File: src/rtl/led_sched_if.sv
// led_sched_if: event-source / fade-trigger bundle for the LED event scheduler
//  en        master->slave  grant enable (0 = accumulate only)
//  event_in  master->slave  per-source event strobes
//  clr_ovf   master->slave  clear all sticky overflow flags
//  trigger   slave->master  one-hot fade trigger pulses
//  busy      slave->master  hold-off in progress
//  pending   slave->master  any source has queued events
//  overflow  slave->master  sticky per-source event-lost flags
interface led_sched_if #(parameter int NUM_REQ = 4);
  logic en, clr_ovf, busy, pending;
  logic [NUM_REQ-1:0] event_in, trigger, overflow;
  modport master(output en, event_in, clr_ovf, input trigger, busy, pending, overflow);
  modport slave(input en, event_in, clr_ovf, output trigger, busy, pending, overflow);
endinterface

File: src/rtl/led_event_sched.sv
// led_event_sched: round-robin LED fade trigger scheduler with pending counters and hold-off
//  clk   system clock
//  rstn  asynchronous active-low reset
//  bus   led_sched_if slave: en/event_in/clr_ovf in, trigger/busy/pending/overflow out
module led_event_sched #(
  parameter int NUM_REQ = 4,
  parameter int PEND_BITS = 4,
  parameter int HOLD_BITS = 24,
  parameter logic [HOLD_BITS-1:0] HOLDOFF = 24'd8000000
) (
  input logic clk,
  input logic rstn,
  led_sched_if.slave bus
);
  localparam int W = $clog2(NUM_REQ);
  typedef enum logic {IDLE, HOLD} state_t;
  state_t state;
  logic [PEND_BITS-1:0] cnt [NUM_REQ];
  logic [NUM_REQ-1:0] nz, gv, trig, ovf;
  logic [W-1:0] ptr, win;
  logic [HOLD_BITS-1:0] hold;
  logic busy, grant;
  int j;
  // Scan downward so the nearest nonzero source after ptr is the last write.
  always_comb begin
    j = 0;
    win = ptr;
    for (int i = 0; i < NUM_REQ; i++) nz[i] = |cnt[i];
    for (int k = NUM_REQ; k >= 1; k--) begin
      j = (int'(ptr) + k) % NUM_REQ;
      win = nz[W'(j)] ? W'(j) : win;
    end
  end
  assign grant = (state == IDLE) && bus.en && |nz;
  assign gv = grant ? NUM_REQ'(1) << win : '0;
  assign bus.trigger = trig;
  assign bus.busy = busy;
  assign bus.pending = |nz;
  assign bus.overflow = ovf;
  // A grant and an event in the same cycle cancel, which also lets a saturated counter absorb a new event.
  always_ff @(posedge clk or negedge rstn)
    if (!rstn) begin
      for (int i = 0; i < NUM_REQ; i++) cnt[i] <= '0;
      ovf <= '0;
    end else begin
      for (int i = 0; i < NUM_REQ; i++) begin
        if (bus.event_in[i] && !gv[i] && !(&cnt[i])) cnt[i] <= cnt[i] + 1'b1;
        else if (!bus.event_in[i] && gv[i]) cnt[i] <= cnt[i] - 1'b1;
        ovf[i] <= !bus.clr_ovf && (ovf[i] || (bus.event_in[i] && !gv[i] && &cnt[i]));
      end
    end
  always_ff @(posedge clk or negedge rstn)
    if (!rstn) begin
      state <= IDLE;
      trig <= '0;
      busy <= 1'b0;
      hold <= '0;
      ptr <= W'(NUM_REQ - 1);
    end else if (state == IDLE) begin
      trig <= gv;
      busy <= 1'b0;
      if (grant) begin
        ptr <= win;
        hold <= HOLDOFF;
        state <= HOLD;
      end
    end else begin
      trig <= '0;
      busy <= 1'b1;
      if (hold == '0) state <= IDLE;
      else hold <= hold - 1'b1;
    end
endmodule

File: src/flat_wrapper.sv
// flat-port wrapper written by rule: the top's interface ports become plain ports
module led_event_sched_flat 
#(
  parameter int NUM_REQ = 4,
  parameter int PEND_BITS = 4,
  parameter int HOLD_BITS = 24,
  parameter logic [HOLD_BITS-1:0] HOLDOFF = 24'd8000000
)
  (clk, rstn, bus_en, bus_event_in, bus_clr_ovf, bus_trigger, bus_busy, bus_pending, bus_overflow);
  led_sched_if #(.NUM_REQ(NUM_REQ)) bus_i ();
  input logic clk;
  input logic rstn;
  input wire logic [$bits(bus_i.en)-1:0] bus_en;
  input wire logic [$bits(bus_i.event_in)-1:0] bus_event_in;
  input wire logic [$bits(bus_i.clr_ovf)-1:0] bus_clr_ovf;
  output wire logic [$bits(bus_i.trigger)-1:0] bus_trigger;
  output wire logic [$bits(bus_i.busy)-1:0] bus_busy;
  output wire logic [$bits(bus_i.pending)-1:0] bus_pending;
  output wire logic [$bits(bus_i.overflow)-1:0] bus_overflow;
  assign bus_i.en = bus_en;
  assign bus_i.event_in = bus_event_in;
  assign bus_i.clr_ovf = bus_clr_ovf;
  assign bus_trigger = bus_i.trigger;
  assign bus_busy = bus_i.busy;
  assign bus_pending = bus_i.pending;
  assign bus_overflow = bus_i.overflow;
  led_event_sched #(.NUM_REQ(NUM_REQ), .PEND_BITS(PEND_BITS), .HOLD_BITS(HOLD_BITS), .HOLDOFF(HOLDOFF)) u_core (.clk(clk), .rstn(rstn), .bus(bus_i));
endmodule
File: config.mk
export PLATFORM = sky130hd
export DESIGN_NAME = led_event_sched_flat
export DESIGN_NICKNAME = d
export VERILOG_FILES = /design/src/rtl/led_sched_if.sv /design/src/rtl/led_event_sched.sv /design/src/flat_wrapper.sv
export SDC_FILE = /design/constraint.sdc
export NUM_CORES = 1
export LEC_CHECK = 0
export CAP_MARGIN = 20
export CORE_ASPECT_RATIO = 1.25
export CORE_MARGIN = 4
export CORE_UTILIZATION = 49
export DETAILED_ROUTE_END_ITERATION = 12
export HOLD_SLACK_MARGIN = 0.15
export PLACE_DENSITY = 0.67
export SLEW_MARGIN = 20
export SYNTH_ARGS = -nofsm -noshare
export SYNTH_HDL_FRONTEND = slang
export SYNTH_SLANG_ARGS = --single-unit
File: constraint.sdc
create_clock -name clk -period 3.7 [get_ports clk]
set_input_delay 1.11 -clock clk [delete_from_list [all_inputs] [get_ports clk]]
set_output_delay 1.11 -clock clk [all_outputs]
set_load 0.005 [all_outputs]
# == Yosys cells after proc, flatten, opt, wreduce, memory -nomap -nowiden ==
# Index checks and enable logic that the tools add are counted.
# word_totals
word_cells,119
inputBits,8
ff_bits,52
# classes
bitwise,1
eq_ne,1
n_shift,1
n_lt_le_gt_ge,4
mux,33
reduce_logical,56
addsub,13
# op_table
cell,n
two-way mux 24 bit,3
two-way mux 4 bit,10
logical NOT 24 bit,1
subtractor 24 x 1 -> 24 bit (second input constant),1
logical AND 1 bit,22
adder 4 x 1 -> 4 bit (second input constant),4
< comparator 2 x 4 -> 1 bit (second input constant),4
AND reduction 4 bit,4
OR reduction 16 bit,1
OR reduction 4 bit,4
subtractor 4 x 1 -> 4 bit (second input constant),4
logical NOT 1 bit,13
two-way mux 1 bit,12
nonzero test 2 bit,5
binary-select mux 1 bit (select 2 bit),4
two-way mux 2 bit,4
adder 2 x 1 -> 2 bit (second input constant),2
adder 2 bit (second input constant),2
logical OR 1 bit,4
AND reduction 2 bit,2
left shift 1 x 2 -> 4 bit (first input constant),1
inequality test 2 bit (second input constant),1
inverter 1 bit,1

# == Logic depth before layout (Yosys ltp) ==
# logic_depth
depth_word,15
depth_mapped,14
mapped_depth_nobuf,12

# == Worst setup path before layout ==
# No wires, ideal clock.
# synth_timing
kind,reg2reg
startpoint,register u_core.cnt[9] (netlist bit)
endpoint,register u_core.cnt[3] (netlist bit)
required_time_ns,3.562
stages_incl_launch_ff,15
path_slack_ns,0.339
t_arrival_ns,3.223
synth_period_minus_slack_ns,3.361
path_buffers,2
path_cell_list,dfrtp_1 > or4_4 > buf_6 > and3_1 > a211o_4 > nor3b_2 > buf_6 > nor2_1 > inv_1 > ha_1 > a21o_1 > a21oi_1 > mux2_2 > nand2_1 > o221ai_1
# synth_between
elab_chain_cells,14
elab_cells_between_ends,27
classes_between,1 x shift; 18 x mux; 8 x reduce/logical
# synth_lines
item,line,source
from (decl),led_event_sched.sv:18,logic [PEND_BITS-1:0] cnt [NUM_REQ];
"from (signal, indexed assignment)",led_event_sched.sv:48,else if (!bus.event_in[i] && gv[i]) cnt[i] <= cnt[i] - 1'b1;
OR reduction 4 bit,led_event_sched.sv:28,for (int i = 0; i < NUM_REQ; i++) nz[i] = |cnt[i];
binary-select mux 1 bit (select 2 bit),led_event_sched.sv:31,win = nz[W'(j)] ? W'(j) : win;
two-way mux 1 bit (not written as such) (2 in a row),led_event_sched.sv:31,
two-way mux 2 bit (4 in a row),led_event_sched.sv:31,
left shift 1 x 2 -> 4 bit,led_event_sched.sv:35,assign gv = grant ? NUM_REQ'(1) << win : '0;
two-way mux 4 bit (*),led_event_sched.sv:35,
logical NOT 1 bit,led_event_sched.sv:47,if (bus.event_in[i] && !gv[i] && !(&cnt[i])) cnt[i] <= cnt[i] + 1'b1;
logical AND 1 bit (2 in a row),led_event_sched.sv:47,
two-way mux 4 bit / nonzero test 2 bit (equally long branches),-,
# Mark *: on every way between the ends. The rest lies on a longest branch, timed or not. The select of a mux whose other input is x is not followed.
# A chain may end at the register's enable or synchronous reset.

# == Final worst setup path ==
# layout_timing
startpoint,register u_core.cnt[4] (netlist bit)
endpoint,output port bus_pending
# layout_between
elab_chain_cells,1
# layout_lines
item,line,source
OR reduction 16 bit,led_event_sched.sv:38,assign bus.pending = |nz;
to (decl),flat_wrapper.sv:18,output wire logic [$bits(bus_i.pending)-1:0] bus_pending;
# No other way between the ends.

==> metrics.txt <==
max_cap viols=0; Detailed Place HPWL=approximately 4500 µm; Global Route Usage Sum=0.168; clock-pin slew on the worst setup and hold paths=0.09 ns; EDFF count, synth=0; synth warn=0; fin util=0.577; CP startpoint kind=flop; drt pass-1 iters=4; PwrDens=543 nW/µm²; postcts setup bufs=0; Vias/cell=5.61; syn nets=326; Synth area leader=dfrtp_1; CP cell instances=nor4_1, buf_4, nand2_1, or3_1, clkdlybuf4s50_1; top-area cell type share of the netlist area=0.394; via count=2333; leakage power=0.00140 µW; ANT cells=0; data required time at the worst endpoint=2.59 ns; Worst Skew=0.00863 ns; core box area=6250 µm²; grt total ovfl=0; Crit path largest cell delay=0.46 ns; total die area=approximately 7800 µm²; Max clock buf depth=2; ys async rst share=1.00; mean area per synthesized cell=10.4 µm²; fin crit period=3.44 ns; Seq/Total Area, Yosys=0.411; Site Rows=32; Setup crit end kind=output pin; die height=about 98 µm; layout cells sized above 1=0.136; Residual DRC=0; RSZ-0062 raised after global routing=false; # hold bufs at CTS=0; WP buf/inv=2; drt first-iter violations=105; first-pass GRT wire length=between 10000 and 15000 µm; Port Buf Inserts=17; initial antenna violation count=0; CTS HTree Levels=2; CTS tree=done; Tcrit/Tclk final=0.930; final slew viol count=0; Post-Syn Area=approximately 3200 µm²; top post-synthesis cells by area=dfrtp_1 39%, mux2i_1 5.4%, xnor2_1 3.9%, ha_1 3.5%, nor2_1 3.1%; synthesis-to-finish area growth=13.4%; Peak Freq=around 0.29 GHz; Fill cells=586; slowest stage cell on the critical path=clkdlybuf4s50_1; Synth Register Bits=52; commonest non-fill, non-tap cell in the layout=dfrtp_1; register area=1300 µm²; Nets=352; Die Wd=80.0 µm; endpoints failing setup=0; crit-path max FO=5; Worst-Skew Late Latency=around 0.30 ns; Setup TNS Final=0 ns; status=finished, final reports clean; # IOs=18; GP Congestion=0.837; max_slew headroom=0.404; Multi-input gate area=1750 µm²; delay-heaviest family, CP=simple AND/OR/NAND/NOR gates; Synth Flop Type=dfrtp_1; Hold Crit Class=flop to flop; most frequent cells in the layout=50 x dfrtp_1, 26 x nor2_1, 21 x nand2_1; ANT nets after route=0; Max VDD drop=0.385 mV; largest net degree at the start of global routing=41; wire per inst=14.6 µm; Hold Vio Cnt, Final=0; Mapped Cells=~310; Critical Path AT=between 2 and 2.5 ns; final WL=between 6000 and 7000 µm; clock root cell=clkbuf_8; Setup CP Type=flop to output pin; Hold WS=0.477 ns; Unique masters post-synth=63; post-CTS sizing=0; Tightest Pin Transition=around 0.89 ns; number of global-route vias before repair=approximately 2300; clk sinks=between 50 and 60; Starting Density=0.508; TritonCTS buffer count=5
registers in the layout, summed over array words and instances, names as in the netlist:
| name | cells |
|---|---|
| u_core.bus.busy | 1 |
| u_core.ptr | 2 |
| u_core.state | 1 |
| u_core.hold | 24 |
| u_core.bus.trigger | 4 |
| u_core.cnt | 16 |
| u_core.bus.overflow | 4 |
cells by family (layout without fill, tap and decap cells):
logic type / after synthesis / after routing / synth area share
and+or+nand+nor: 117 / 117 / 0.218
DFF: 52 / 52 / 0.411
AOI/OAI and AO/OA: 50 / 50 / 0.129
xor gates and xnor gates: 25 / 25 / 0.0690
buffers and inverters: 25 / 51 / 0.0378
muxes: 23 / 23 / 0.0749
adders and majority gates: 13 / 13 / 0.0607
synth_stat cells (2+ instances only):
cell type and n:
o22a_1 2, o221ai_1 2, nor3b_1 4, fa_1 4, dfrtp_1 50, o21ai_0 7
mux2_2 4, nor3_1 5, a31o_2 3, nand3_1 11, dfstp_2 2, o211ai_1 2
a31oi_1 3, nand2_1 21, nor4_1 7, nand2b_1 5, nand4b_1 2, o31ai_1 3
xor2_1 11, inv_1 14, o2bb2ai_1 2, nand3b_1 3, a21o_1 7, mux2i_1 17
a21oi_1 6, clkbuf_1 3, or4_1 6, or4_4 2, ha_1 9, nor2_1 26
or3_1 6, buf_2 3, mux2_1 2, buf_6 3, nand4_1 7, xnor2_1 14
through the flow:
step,setup slack [ns],std cells,instance area [µm²],total power (µW)
3_3_place_gp,0.204,409,3470,1490
2_1_floorplan,0.339,305,3170,1350
6_report,0.260,416,3600,1950
4_1_cts,0.222,416,3600,1980
3_5_place_dp,0.140,409,3470,1520
5_1_grt,0.0927,416,3600,2110
worst paths after layout:
check | start | end | slack, ns | cells past startpoint
max in group asynchronous | rstn | u_core.ptr[0] | 2.05 | 2
hold / removal | u_core.state | u_core.bus.busy | 0.48 | 0
setup reg to reg | u_core.cnt[4] | u_core.cnt[7] | 0.39 | 12
setup / recovery | u_core.cnt[4] | bus_pending | 0.26 | 5
hold reg to reg | u_core.state | u_core.bus.busy | 0.48 | 0
min in group asynchronous | rstn | u_core.hold[3] | 0.92 | 1
power by group:
group	total, µW	leakage [µW]	switching, µW	internal (µW)
combinational	690	0.000775	317	373
sequential	816	0.000560	156	660
clock	447	0.0000642	181	266
total	1950	0.00140	654	1300
per-layer routing:
layer,vias to the layer above,GRT usage,part of all wire
met5,-,0,0
met4,0,0.0468,0.012
met3,6,0.0295,0.024
met2,20,0.294,0.52
met1,1138,0.211,0.45
li1,1169,-,-
area by class of cell:
type,count,share of cell area
Inverter,15,0.0156
Sequential cell,52,0.362
Timing Repair Buffer,29,0.0709
Clock inverter,2,0.0167
Multi-Input combinational cell,228,0.486
Tap cell,85,0.0295
Clock buffer,5,0.0191
(Power assumes the default switching activity.)
